**config.mk**
```make
export PLATFORM = sky130hd
export DESIGN_NAME = bcd_operand_entry
export DESIGN_NICKNAME = d
export VERILOG_FILES = /design/src/rtl/bcd_operand_entry.sv
export SDC_FILE = /design/constraint.sdc
export NUM_CORES = 1
export LEC_CHECK = 0
export ABC_AREA = 1
export ABC_CLOCK_PERIOD_IN_PS = 5800
export CAP_MARGIN = 20
export CORE_UTILIZATION = 45
export DETAILED_ROUTE_END_ITERATION = 6
export HOLD_SLACK_MARGIN = 0.06
export PLACE_DENSITY = 0.73
export SYNTH_ARGS = -nofsm -noshare
export SYNTH_HDL_FRONTEND = slang
export SYNTH_SLANG_ARGS = --single-unit
```
**constraint.sdc**
```tcl
create_clock -name clk -period 5.8 [get_ports clk]
set_input_delay 1.16 -clock clk [delete_from_list [all_inputs] [get_ports clk]]
set_output_delay 1.16 -clock clk [all_outputs]
set_load 0.01 [all_outputs]
```
**src/rtl/bcd_operand_entry.sv**
```systemverilog
`default_nettype none
// ============================================================================
// Module   : bcd_operand_entry
// Brief    : Keypad front end that assembles signed BCD operands for the ALU.
//            Optional macro BCD_ENTRY_BACKSPACE_EN enables the BKSP key.
// Revision : 1.0
// ============================================================================
module bcd_operand_entry #(
   parameter int DIGIT_NUM = 8
) (
   input  logic                   clk,
   input  logic                   rst_n,
   input  logic                   key_valid,
   input  logic [4:0]             key_code,
   output logic                   key_ready,
   output logic [4*DIGIT_NUM-1:0] operand0,
   output logic                   operand0_sign,
   output logic [4*DIGIT_NUM-1:0] operand1,
   output logic                   operand1_sign,
   output logic [2:0]             operation,
   output logic                   op_valid,
   input  logic [4*DIGIT_NUM-1:0] alu_result,
   input  logic                   alu_result_sign,
   input  logic                   alu_flag_ov,
   output logic [4*DIGIT_NUM-1:0] display,
   output logic                   display_sign,
   output logic                   display_err
);

   localparam int W  = 4 * DIGIT_NUM;
   localparam int CW = $clog2(DIGIT_NUM + 1);

   localparam logic [CW-1:0] c_cnt_max  = CW'(DIGIT_NUM);
   localparam logic [4:0]    c_key_neg  = 5'h18;
   localparam logic [4:0]    c_key_eq   = 5'h19;
   localparam logic [4:0]    c_key_clr  = 5'h1A;
   localparam logic [4:0]    c_key_bksp = 5'h1B;

   typedef enum logic [2:0] {
      ST_ENTER_A = 3'd0,
      ST_ENTER_B = 3'd1,
      ST_EXEC    = 3'd2,
      ST_SHOW    = 3'd3,
      ST_ERROR   = 3'd4
   } state_t;

   state_t          r_state;
   logic [W-1:0]    r_a;
   logic            r_a_sign;
   logic [CW-1:0]   r_a_cnt;
   logic [W-1:0]    r_b;
   logic            r_b_sign;
   logic [CW-1:0]   r_b_cnt;
   logic [2:0]      r_operation;
   logic            r_op_valid;
   logic            r_pending_valid;
   logic [2:0]      r_pending_op;
   logic [W-1:0]    r_result;
   logic            r_result_sign;
   logic [W-1:0]    r_disp;
   logic            r_disp_sign;
   logic            r_disp_err;

   logic            w_accept;
   logic            w_is_digit;
   logic            w_is_op;
   logic            w_is_edit;
   logic [3:0]      w_digit;
   logic            w_in_b;
   logic [W-1:0]    w_cur_val;
   logic            w_cur_sign;
   logic [CW-1:0]   w_cur_cnt;
   logic [W-1:0]    w_edit_val;
   logic            w_edit_sign;
   logic [CW-1:0]   w_edit_cnt;
   logic            w_alu_sign;
   logic [CW-1:0]   w_alu_cnt;
   logic [CW-1:0]   w_res_cnt;

   // Number of significant digits, so a result reused as A keeps editing sanely.
   function automatic logic [CW-1:0] sig_digits(input logic [W-1:0] v);
      logic [CW-1:0] n;
      n = '0;
      for (int i = 0; i < DIGIT_NUM; i++) begin
         if (v[4*i +: 4] != 4'd0) n = CW'(i + 1);
      end
      return n;
   endfunction

   assign key_ready  = (r_state != ST_EXEC);
   assign w_accept   = key_valid && key_ready;
   assign w_is_digit = (key_code <= 5'h09);
   assign w_is_op    = (key_code[4:3] == 2'b10) && (key_code[2:0] <= 3'd4);
   assign w_is_edit  = w_is_digit || (key_code == c_key_neg) || (key_code == c_key_bksp);
   assign w_digit    = key_code[3:0];

   assign w_in_b     = (r_state == ST_ENTER_B);
   assign w_cur_val  = w_in_b ? r_b      : r_a;
   assign w_cur_sign = w_in_b ? r_b_sign : r_a_sign;
   assign w_cur_cnt  = w_in_b ? r_b_cnt  : r_a_cnt;

   assign w_alu_sign = alu_result_sign && (alu_result != '0);
   assign w_alu_cnt  = sig_digits(alu_result);
   assign w_res_cnt  = sig_digits(r_result);

   always_comb begin
      w_edit_val  = w_cur_val;
      w_edit_sign = w_cur_sign;
      w_edit_cnt  = w_cur_cnt;
      if (w_is_digit) begin
         if ((w_cur_cnt < c_cnt_max) && !((w_digit == 4'd0) && (w_cur_cnt == '0))) begin
            w_edit_val = {w_cur_val[W-5:0], w_digit};
            w_edit_cnt = w_cur_cnt + 1'b1;
         end
      end else if (key_code == c_key_neg) begin
         w_edit_sign = ~w_cur_sign;
      end
`ifdef BCD_ENTRY_BACKSPACE_EN
      else if ((key_code == c_key_bksp) && (w_cur_cnt != '0)) begin
         w_edit_val = w_cur_val >> 4;
         w_edit_cnt = w_cur_cnt - 1'b1;
      end
`endif
   end

   always_ff @(posedge clk or negedge rst_n) begin
      if (!rst_n) begin
         r_state         <= ST_ENTER_A;
         r_a             <= '0;
         r_a_sign        <= 1'b0;
         r_a_cnt         <= '0;
         r_b             <= '0;
         r_b_sign        <= 1'b0;
         r_b_cnt         <= '0;
         r_operation     <= 3'b000;
         r_op_valid      <= 1'b0;
         r_pending_valid <= 1'b0;
         r_pending_op    <= 3'b000;
         r_result        <= '0;
         r_result_sign   <= 1'b0;
         r_disp          <= '0;
         r_disp_sign     <= 1'b0;
         r_disp_err      <= 1'b0;
      end else if (r_state == ST_EXEC) begin
         // Single-cycle execute: the ALU result is sampled on the exit edge.
         r_op_valid      <= 1'b0;
         r_pending_valid <= 1'b0;
         r_result        <= alu_result;
         r_result_sign   <= w_alu_sign;
         if (alu_flag_ov) begin
            r_state     <= ST_ERROR;
            r_disp      <= '0;
            r_disp_sign <= 1'b0;
            r_disp_err  <= 1'b1;
         end else if (r_pending_valid) begin
            r_state     <= ST_ENTER_B;
            r_a         <= alu_result;
            r_a_sign    <= w_alu_sign;
            r_a_cnt     <= w_alu_cnt;
            r_b         <= '0;
            r_b_sign    <= 1'b0;
            r_b_cnt     <= '0;
            r_operation <= r_pending_op;
            r_disp      <= alu_result;
            r_disp_sign <= w_alu_sign;
         end else begin
            r_state     <= ST_SHOW;
            r_disp      <= alu_result;
            r_disp_sign <= w_alu_sign;
         end
      end else if (w_accept && (key_code == c_key_clr)) begin
         r_state         <= ST_ENTER_A;
         r_a             <= '0;
         r_a_sign        <= 1'b0;
         r_a_cnt         <= '0;
         r_b             <= '0;
         r_b_sign        <= 1'b0;
         r_b_cnt         <= '0;
         r_operation     <= 3'b000;
         r_op_valid      <= 1'b0;
         r_pending_valid <= 1'b0;
         r_pending_op    <= 3'b000;
         r_result        <= '0;
         r_result_sign   <= 1'b0;
         r_disp          <= '0;
         r_disp_sign     <= 1'b0;
         r_disp_err      <= 1'b0;
      end else if (w_accept) begin
         case (r_state)
            ST_ENTER_A: begin
               if (w_is_edit) begin
                  r_a         <= w_edit_val;
                  r_a_sign    <= w_edit_sign;
                  r_a_cnt     <= w_edit_cnt;
                  r_disp      <= w_edit_val;
                  r_disp_sign <= w_edit_sign;
               end else if (w_is_op) begin
                  r_operation <= key_code[2:0];
                  r_b         <= '0;
                  r_b_sign    <= 1'b0;
                  r_b_cnt     <= '0;
                  r_state     <= ST_ENTER_B;
               end
            end
            ST_ENTER_B: begin
               if (w_is_edit) begin
                  r_b         <= w_edit_val;
                  r_b_sign    <= w_edit_sign;
                  r_b_cnt     <= w_edit_cnt;
                  // An empty B still shows A so the user sees the first operand.
                  r_disp      <= (w_edit_cnt != '0) ? w_edit_val  : r_a;
                  r_disp_sign <= (w_edit_cnt != '0) ? w_edit_sign : r_a_sign;
               end else if (w_is_op) begin
                  if (r_b_cnt == '0) begin
                     r_operation <= key_code[2:0];
                  end else begin
                     r_pending_valid <= 1'b1;
                     r_pending_op    <= key_code[2:0];
                     r_op_valid      <= 1'b1;
                     r_state         <= ST_EXEC;
                  end
               end else if ((key_code == c_key_eq) && (r_b_cnt != '0)) begin
                  r_pending_valid <= 1'b0;
                  r_op_valid      <= 1'b1;
                  r_state         <= ST_EXEC;
               end
            end
            ST_SHOW: begin
               if (w_is_digit) begin
                  r_a         <= {{(W-4){1'b0}}, w_digit};
                  r_a_sign    <= 1'b0;
                  r_a_cnt     <= (w_digit != 4'd0) ? CW'(1) : '0;
                  r_disp      <= {{(W-4){1'b0}}, w_digit};
                  r_disp_sign <= 1'b0;
                  r_state     <= ST_ENTER_A;
               end else if (w_is_op) begin
                  r_a         <= r_result;
                  r_a_sign    <= r_result_sign;
                  r_a_cnt     <= w_res_cnt;
                  r_operation <= key_code[2:0];
                  r_b         <= '0;
                  r_b_sign    <= 1'b0;
                  r_b_cnt     <= '0;
                  r_disp      <= r_result;
                  r_disp_sign <= r_result_sign;
                  r_state     <= ST_ENTER_B;
               end else if (key_code == c_key_neg) begin
                  r_a         <= r_result;
                  r_a_sign    <= ~r_result_sign;
                  r_a_cnt     <= w_res_cnt;
                  r_disp      <= r_result;
                  r_disp_sign <= ~r_result_sign;
                  r_state     <= ST_ENTER_A;
               end else if (key_code == c_key_eq) begin
                  r_a             <= r_result;
                  r_a_sign        <= r_result_sign;
                  r_a_cnt         <= w_res_cnt;
                  r_pending_valid <= 1'b0;
                  r_op_valid      <= 1'b1;
                  r_state         <= ST_EXEC;
               end
            end
            default: begin
            end
         endcase
      end
   end

   assign operand0      = r_a;
   assign operand0_sign = r_a_sign;
   assign operand1      = r_b;
   assign operand1_sign = r_b_sign;
   assign operation     = r_operation;
   assign op_valid      = r_op_valid;
   assign display       = r_disp;
   assign display_sign  = r_disp_sign;
   assign display_err   = r_disp_err;

endmodule
`default_nettype wire
```
==> flow_summary_export.csv <==
group,metric,value,unit
run_status,outcome,"finished clean",
placed_design,dpl.hpwl,21390,um
final_layout,drive_gt1_share,5.452,%
final_layout,finalNonFillerCells,1890,
setup_path,endpoint_kind,"flop",
timing,setup_violations,0,
placed_design,place_ws,1.309,ns
power_and_ir_drop,switching_share,46.52,%
clock_tree,clock_latency,0.44,ns
global_routing,grt_max_degree,99,
power_and_ir_drop,power_leakage,6.131,nW
timing,tns,0,ns
synth,avgSynthCellArea,6.561,um2
placed_design,placed_cells,1857,
setup_path,r2r_start,"r_state[0]$_DFFE_PN0P_",
synth,yosys-top-cells-area,"dfrtp_1 (39%), nand2_1 (13%), inv_1 (9.7%)",
timing,maxSlewViolCount,0,
clock_tree,clkTransAtPathRegs,0.06,ns
setup_path,cp_data_required_time,6.12,ns
floorplan,initial_core_util,46.47,%
placed_design,place.port_buffers,146,
clock_tree,post_cts_buffers,0,
placed_design,gp_congestion,0.9137,
routing,dr.pass1.iters,6,
hold_path,hold_path_end,"display_err$_DFFE_PN0P_",
synth,ys_ff_latch,152,
global_routing,antenna_found_initial,1,
routing,wl,32410,um
floorplan,rows,53,
setup_path,critPathMaxFanout,39,
global_routing,grt_usage,29.40,%
synth,synth_fp_nets,1547,
setup_path,start_kind,"input port",
setup_path,r2r_end,"display[4]$_DFFE_PN0P_",
synth,synthDistinctLibCells,41,
power_and_ir_drop,switchingPower,3.427,mW
floorplan,core,0.02122,mm2
hold_path,min_from,"display_err$_DFFE_PN0P_",
run,cap_violations,0,
clock_tree,cts-root-buf,"clkbuf_16",
routing,post-route-drc-count,0,
timing,setup_ws,1.635,ns
power_and_ir_drop,ir_drop,452.6,uV
floorplan,dieArea,0.02251,mm2
timing,fmax,240.1,MHz
timing,max_slew.worst_pin.slew,1.004,ns
power_and_ir_drop,powerDensity,609.5,mW/mm2
routing,drt_iter0_drc,1054,
synth,ys.warnings.count,0,
routing,vias_per_cell,5.485,
clock_tree,cts_sinks,152,
clock_tree,ctsHtreeMaxLevel,4,
synth,syn-cell-area,0.009861,mm2
timing,period_minus_slack,4.165,ns
global_routing,grt_pass1_wl,50790,um
power_and_ir_drop,pwr-share-comb,57.1,%
routing,vias,10370,
setup_path,r2r_slack,1.68,ns
final_layout,finalNetCount,1645,
global_routing,overflow,0,
synth,synth_area_leader_cell,"dfrtp_1",
timing,finClkSkew,0.01323,ns
synth,synth_top_area_share,38.57,%
clock_tree,cts_resized,0,
routing,ant_nets,0,
clock_tree,tritoncts,"built",
global_routing,grt_pass1_vias,9607,
synth,ys_seq_area_share,38.57,%
floorplan,die_w,150.0,um
timing,post-route-period-util,71.81,%
timing,grt_setup_unrepaired,"no",
setup_path,critical_path_class,"input port to flop",
clock_tree,clk_path_buf_depth,2,
timing,hold_viol_final,0,
clock_tree,hold_buffers,0,
setup_path,cp.arrival,4.49,ns
final_layout,area_growth,22.57,%
floorplan,io_pins,147,
synth,synthCells,1503,
power_and_ir_drop,power_frac_clock,16.6,%
clock_tree,cts_buffers,17,
hold_path,min_path_cells,2,
power_and_ir_drop,internal_power,3.940,mW
timing,slew_headroom,33.06,%
routing,wl_per_cell,17.15,um
hold_path,hp-class,"flop to flop",
power_and_ir_drop,p_seq_share,26.3,%
floorplan,die_y,150.0,um
setup_path,rr_worst_depth,17,
[synthesized netlist by cell type, drive strengths merged]
| master | count |
|---|---|
| clkinv | 1 |
| or2 | 4 |
| nor3 | 2 |
| a221oi | 1 |
| mux2 | 1 |
| a31oi | 36 |
| ha | 2 |
| nand3 | 84 |
| nor2 | 198 |
| o311ai | 1 |
| nand2 | 359 |
| o22ai | 7 |
| o31ai | 36 |
| nand4 | 20 |
| o21ai | 134 |
| buf | 46 |
| dfrtp | 152 |
| a21oi | 79 |
| o21bai | 1 |
| nor4 | 8 |
| a21boi | 21 |
| inv | 272 |
| a311oi | 1 |
| clkbuf | 36 |
| xor2 | 1 |
[worst max-delay path, cell delays in order]
cell and delay, ns:
clkdlybuf4s50_1 0.43, inv_2 0.16, nand4_1 0.15, inv_1 0.14, nand3_2 0.17, nand2_2 0.47, nor2_1 0.16, o21ai_1 0.21
nand4_1 0.29, inv_2 0.61, buf_12 0.30, nand2_1 0.08, nor2_1 0.10, nor2_1 0.04
[metrics by stage]
stage | util (%) | hold slack, ns | total power [mW] | cell area (um2)
final | 56.96 | 0.4678 | 7.367 | 12090
after global routing | 56.95 | 0.5133 | 7.933 | 12080
after CTS | 56.95 | 0.4740 | 7.311 | 12080
after detailed placement | 53.95 | 0.4576 | 6.067 | 11450
after global placement | 53.82 | 0.4528 | 5.997 | 11420
after floorplan | - | 0.4588 | 4.542 | 9861
[power by group through the flow]
| stage | clock network (mW) | registers (mW) | logic (mW) |
|---|---|---|---|
| 2_1_floorplan | 0 | 2.00 | 2.54 |
| 3_3_place_gp | 0 | 1.95 | 4.05 |
| 3_5_place_dp | 0 | 1.95 | 4.12 |
| 5_1_grt | 1.27 | 2.00 | 4.66 |
| 4_1_cts | 1.22 | 1.94 | 4.15 |
| 6_report | 1.22 | 1.94 | 4.21 |
[layer usage]
layer / track usage [%] / up-vias / part of all wire [%]
met2: 45.51 / 564 / 45
met1: 40.34 / 4775 / 43
met4: 11.62 / 0 / 2.7
li1: - / 4968 / -
met5: 0 / - / 0
met3: 5.671 / 60 / 9.1
[worst max path at each step]
stage	from	end	slack, ns	cells after the start
4_1_cts	key_code[2]	r_a_cnt[0]$_DFFE_PN0P_	1.74	14
5_1_grt	r_state[0]$_DFFE_PN0P_	display[9]$_DFFE_PN0P_	1.31	19
2_1_floorplan	key_code[0]	display[16]$_DFFE_PN0P_	3.13	13
6_report	key_code[2]	r_a_cnt[0]$_DFFE_PN0P_	1.64	14
3_5_place_dp	key_code[2]	r_a_cnt[0]$_DFFE_PN0P_	1.31	14
3_3_place_gp	key_code[2]	r_a_cnt[0]$_DFFE_PN0P_	1.32	14
[cell usage in the layout (no fill, tap or decap), types with 36 or more instances in the layout]
| cell type | n |
|---|---|
| inv_1 | 256 |
| nand2_1 | 352 |
| o21ai_0 | 88 |
| nor2_1 | 190 |
| clkdlybuf4s50_1 | 145 |
| nand3_1 | 81 |
| a31oi_1 | 36 |
| dfrtp_1 | 152 |
| o31ai_1 | 36 |
| o21ai_1 | 45 |
| a21oi_1 | 78 |
[sequential cells by signal, summed over array words and instances, names as in the netlist]
| signal | cells |
|---|---|
| operation | 3 |
| r_pending_valid | 1 |
| r_result | 32 |
| display_err | 1 |
| display_sign | 1 |
| r_result_sign | 1 |
| op_valid | 1 |
| r_pending_op | 3 |
| operand1 | 32 |
| operand0 | 32 |
| display | 32 |
| operand0_sign | 1 |
| r_a_cnt | 4 |
| operand1_sign | 1 |
| r_state | 3 |
| r_b_cnt | 4 |
[kinds of logic (layout without fill, tap and decap cells)]
family / count (synthesis) / count (layout) / synth area share [%]
mux: 1 / 1 / 0.1142
buf+inv: 355 / 466 / 14.26
simple gates: 675 / 675 / 28.41
xor+xnor: 1 / 1 / 0.08884
fa+ha+maj: 2 / 2 / 0.2537
other cells: 0 / 1 / 0
compound gates: 317 / 317 / 18.30
flops: 152 / 152 / 38.57
[final cells by class]
cell class	instances	area (um2)
Clock inverter	14	196.4
Timing Repair Buffer	161	1620
Multi-Input combinational cell	996	4656
Antenna cell	1	2.502
Inverter	273	1025
Sequential cell	152	3804
Clock buffer	18	439.2
Tap cell	275	344.1
Fill cell	2068	9134
Note: power is estimated with default switching activity, not from simulation.
